**config.mk**
```make
export PLATFORM = sky130hd
export DESIGN_NAME = conv_output_serializer
export DESIGN_NICKNAME = d
export VERILOG_FILES = /design/src/rtl/conv_output_serializer.sv
export SDC_FILE = /design/constraint.sdc
export NUM_CORES = 1
export LEC_CHECK = 0
export CAP_MARGIN = 30
export CORE_AREA = 5 5 96 142
export CTS_CLUSTER_SIZE = 24
export DETAILED_ROUTE_END_ITERATION = 16
export DIE_AREA = 0 0 101 147
export PLACE_DENSITY = 0.82
export REMOVE_ABC_BUFFERS = 1
export SLEW_MARGIN = 30
export SYNTH_ARGS = -nofsm -noshare
export SYNTH_HDL_FRONTEND = slang
export SYNTH_SLANG_ARGS = --single-unit
```
**constraint.sdc**
```tcl
create_clock -name clk -period 2.2 [get_ports clk]
set_clock_uncertainty 0.05 [all_clocks]
set_input_delay 0.44 -clock clk [delete_from_list [all_inputs] [get_ports clk]]
set_output_delay 0.44 -clock clk [all_outputs]
set_load 0.05 [all_outputs]
```
**src/rtl/conv_output_serializer.sv**
```systemverilog
// conv_output_serializer
// Captures the full conv_filter output map (N words of Q16.15) in one cycle
// and streams it out one word per beat, row-major, flagging the last word.
//
// Optional feature: define CONV_SER_RELU_EN to clamp negative words to zero
// as they are captured. Without it, words are stored and streamed bit-exact.
//
// Handshake (both channels): a transfer happens on a rising edge where
// valid && ready are both 1. in_ready and all out_* signals are decoded from
// registered state only, so neither in_valid nor out_ready reaches an output.
module conv_output_serializer #(
  parameter int input_size  = 7,
  parameter int filter_size = 5,
  parameter int stride      = 2,
  localparam int out_dim    = (input_size - filter_size) / stride + 1,
  localparam int N          = out_dim * out_dim,
  localparam int IDXW       = (N > 1) ? $clog2(N) : 1
) (
  input  logic              clk,
  input  logic              rst_n,
  input  logic              in_valid,
  output logic              in_ready,
  input  logic [N*32-1:0]   in_data,
  output logic              out_valid,
  input  logic              out_ready,
  output logic [31:0]       out_data,
  output logic [IDXW-1:0]   out_index,
  output logic              out_last
);

  typedef enum logic {
    IDLE   = 1'b0,
    STREAM = 1'b1
  } state_t;

  localparam logic [IDXW-1:0] LAST_IDX = IDXW'(N - 1);

  state_t          state;
  state_t          state_nxt;
  logic [IDXW-1:0] cnt;
  logic [31:0]     mem [N];
  logic            capture;
  logic            beat;
  logic            at_last;

  // Word conditioning applied on the way into the capture buffer.
  function automatic logic [31:0] store_word(input logic [31:0] w);
`ifdef CONV_SER_RELU_EN
    return w[31] ? 32'h0000_0000 : w;
`else
    return w;
`endif
  endfunction

  // Handshake qualifiers derived from the registered state.
  assign capture = (state == IDLE) && in_valid;
  assign beat    = (state == STREAM) && out_ready;
  assign at_last = (cnt == LAST_IDX);

  // State register.
  always_ff @(posedge clk or negedge rst_n) begin
    if (!rst_n) state <= IDLE;
    else        state <= state_nxt;
  end

  // Next-state: capture starts a stream, the beat on the last index ends it.
  always_comb begin
    state_nxt = state;
    case (state)
      IDLE:    if (capture)          state_nxt = STREAM;
      STREAM:  if (beat && at_last)  state_nxt = IDLE;
      default:                       state_nxt = IDLE;
    endcase
  end

  // Element counter: cleared on capture, advanced per beat, never wraps.
  always_ff @(posedge clk or negedge rst_n) begin
    if (!rst_n)                 cnt <= '0;
    else if (capture)           cnt <= '0;
    else if (beat && !at_last)  cnt <= cnt + 1'b1;
  end

  // Capture buffer: in_data is sampled only on the capture edge.
  always_ff @(posedge clk or negedge rst_n) begin
    if (!rst_n) begin
      for (int k = 0; k < N; k++) mem[k] <= '0;
    end else if (capture) begin
      for (int k = 0; k < N; k++) mem[k] <= store_word(in_data[32*k +: 32]);
    end
  end

  // Output decode: everything is zero unless a word is being presented.
  always_comb begin
    in_ready  = 1'b0;
    out_valid = 1'b0;
    out_data  = '0;
    out_index = '0;
    out_last  = 1'b0;
    case (state)
      IDLE: begin
        in_ready = 1'b1;
      end
      STREAM: begin
        out_valid = 1'b1;
        out_data  = mem[cnt];
        out_index = cnt;
        out_last  = at_last;
      end
      default: ;
    endcase
  end

endmodule

```
==> qor.yml <==
die-height_um: 147
drc_errors: 0
arrival_ps: 1760
crit_required_ps: 1710
crit_end: "out_data[1]"
max-slew-margin-rel_pct: 65.08
critical_path_class: "reg2out"
row_count: 50
synth.top_cell.area_share_pct: 55.07
fin_crit_sh_pct: 102.2
synth_area_leaders: "dfrtp_1, mux2_2, mux2i_1, o22ai_1, clkbuf_8"
r2r_end: "mem[56]$_DFFE_PN0P_"
setup_tns_ps: -354.2
synth_fa_ha_area_share_pct: 0.2102
placed_cells: 719
drt_iter0_drc: 117
clk_pin_slew_worst_paths_ps: 60
firstDrtPassIters: 5
gr-total-overflow: 0
routed-via-count: 4143
track_usage_pct: 22.41
timing.final.crit_period_ps: 2249
worst_slew_pin_slew_ps: 523.9
r2r_cells: 5
cts_tree: "yes"
ant_nets: 0
synth_area_um2: 5953
netlist_instances: 402
startpoint_type: "flip-flop"
syn_area_per_cell_um2: 14.81
die_x_um: 101
utilization_pct: 75.24
die_area_um2: 14850
power.density_nw_per_um2: 1849
synth_top_family_by_area: "multiplexers"
area_delta_synth_final_pct: 55.76
grt_antenna_before_repair: 5
power_leakage_nw: 3.837
clock-root-buffer: "clkbuf_16"
critPathCaptureType: "primary output"
clock_path_buffers: 2
io_pins: 169
hold_viol_final: 9
cts_sinks: 131
start_util_pct: 48.30
crit_start: "cnt[1]$_DFFE_PN0P_"
violations: "hold timing, setup timing"
wl_per_cell_um: 21.71
drive_above_1_share_pct: 46.43
first_global_vias: 4832
grt_pass1_wl_um: 25110
clkLatencyLatePin_ps: 410
fin_ws_ps: -48.58
viasPerCell: 5.423
hpwl_um: 11010
yosysWarnings: 0
synthXorXnorAreaFrac_pct: 0
stdcell_count: 764
hold_path.class: "in2async"
path_max_fanout: 9
synthSimpleGateAreaFrac_pct: 1.324
grt_util_met2_pct: 39.84
grt_setup_unrepaired: "true"
grt_max_degree: 90
post-place-ws_ps: 123.1
synth_mux_area_share_pct: 34.97
status: "complete, but fails checks"
synth_largest_area_cell: "dfrtp_1"
grt_use_met3_pct: 5.178
globalplace.congestion: 0.8038
met1_usage_pct: 23.69
ys_seq_area_share_pct: 55.07
fin_nets: 723
vdd_drop_max_mv: 1.227
portBuffers: 168
cts_max_level: 4
maxCapViolations: 0
whs_ps: -31.58
p_total_mw: 17.14
grt-busiest-layer: "met2"
core_um2: 12320
routed_wl_um: 16590
ys_ff_latch: 131
ff2ff_setup_slack_ps: 460
report.final.setup_viol: 17
post_synth_num_cell_types: 23
final_max_slew_viol_count: 0
synth-compound-area-share_pct: 3.741
fmax_mhz: 444.7
r2r-start: "state$_DFF_PN0_"
cts_buffers: 17
-- cell type report --
type	count	area (um^2)
multi-input combinational	239	2741
timing repair buffer	198	2475
sequential	131	3283
clock buffer	20	446.7
clock inverter	12	107.6
antenna	5	12.51
inverter	3	11.26
tap	156	195.2
fill	738	3052
-- synth_stat cells --
cell	number
buf_6	7
a31oi_1	1
o22ai_1	32
mux2i_1	64
nand4bb_1	1
ha_1	1
o211ai_1	1
buf_2	6
nor2b_4	1
or3b_1	1
dfrtp_1	131
nor2_1	1
buf_4	5
mux2_2	128
inv_1	3
o221ai_1	1
nand2_1	2
and2_1	1
clkbuf_8	8
nand2b_1	2
nand4b_1	1
nor2b_1	1
clkbuf_1	3
-- routing by layer --
layer	routed length, um	up-vias
met5	0	-
met4	869	0
met3	645	46
met2	9388	130
met1	5682	2097
li1	-	1870
-- stage by stage --
step | cell area (um^2) | hold slack [ps]
6_report | 9273 | -31.58
5_1_grt | 9273 | 28.97
4_1_cts | 9064 | 21.84
3_5_place_dp | 8187 | 444.0
3_3_place_gp | 8187 | 438.1
2_1_floorplan | 5685 | 94.41
-- registers in the layout, indices dropped and copies added, names as in the netlist --
signal	cells
cnt	2
mem	128
state	1
-- worst max-delay path, stage by stage, from the launching register on --
cell and delay (ps):
dfrtp_4 490, buf_6 150, buf_6 160, mux2i_4 200
o22ai_4 170, buf_12 160
-- how the worst min path moves through the flow --
stage | from | end | slack, ps | cells after the start
final | rst_n | mem[17]$_DFFE_PN0P_ | -30 | 2
after global routing | rst_n | mem[17]$_DFFE_PN0P_ | 30 | 2
after CTS | rst_n | mem[17]$_DFFE_PN0P_ | 20 | 2
after detailed placement | mem[120]$_DFFE_PN0P_ | mem[120]$_DFFE_PN0P_ | 440 | 1
after global placement | mem[118]$_DFFE_PN0P_ | mem[118]$_DFFE_PN0P_ | 440 | 1
after floorplan | rst_n | cnt[0]$_DFFE_PN0P_ | 90 | 0
-- power by group --
group          switching [mW]  total (mW)  internal (mW)
clock network            1.05        2.64           1.58
logic                    4.93        10.1           5.19
registers               0.760        4.40           3.64
total                    6.74        17.1           10.4
-- cell usage in the layout (no fill, tap or decap) --
cell type        netlist  routed
nor2b_1                1       1
nand4b_1               1       1
clkdlybuf4s50_1        0     130
clkbuf_1               3       2
buf_16                 0       1
o221ai_1               1       1
buf_6                  7       8
clkinvlp_4             0       3
buf_4                  5      10
ha_2                   0       1
or3b_1                 1       1
nor2_1                 1       1
clkinv_4               0       2
nand2_1                2       2
dfrtp_4                0       1
dfrtp_2                0       1
buf_8                  0       2
diode_2                0       5
o22ai_4                0       3
mux2i_4                0       6
mux2i_2                0      12
mux2_2               128     128
mux2i_1               64      46
clkinv_2               0       4
dfrtp_1              131     129
nand2b_1               2       2
inv_1                  3       3
inv_6                  0       2
o22ai_2                0      29
o211ai_1               1       1
a31oi_1                1       1
nand4bb_1              1       1
clkbuf_8               8       1
clkbuf_16              0      19
buf_12                 0      45
nor2b_4                1       1
bufinv_16              0       1
and2_1                 1       1
-- cell families after synthesis --
logic type      after synthesis
compound gates               35
buf+inv                      32
mux                         192
simple gates                 11
flops                       131
fa+ha+maj                     1
-- what timing repair did --
action / 4_1_cts / 5_1_grt
cloned: 1 / 2
setup buffers: 5 / 0
resized for setup: 49 / 28
hold buffers: 0 / 0
pin swaps: 6 / 10
endpoints found under the setup margin: 33 / 34
(Power assumes the default switching activity.)
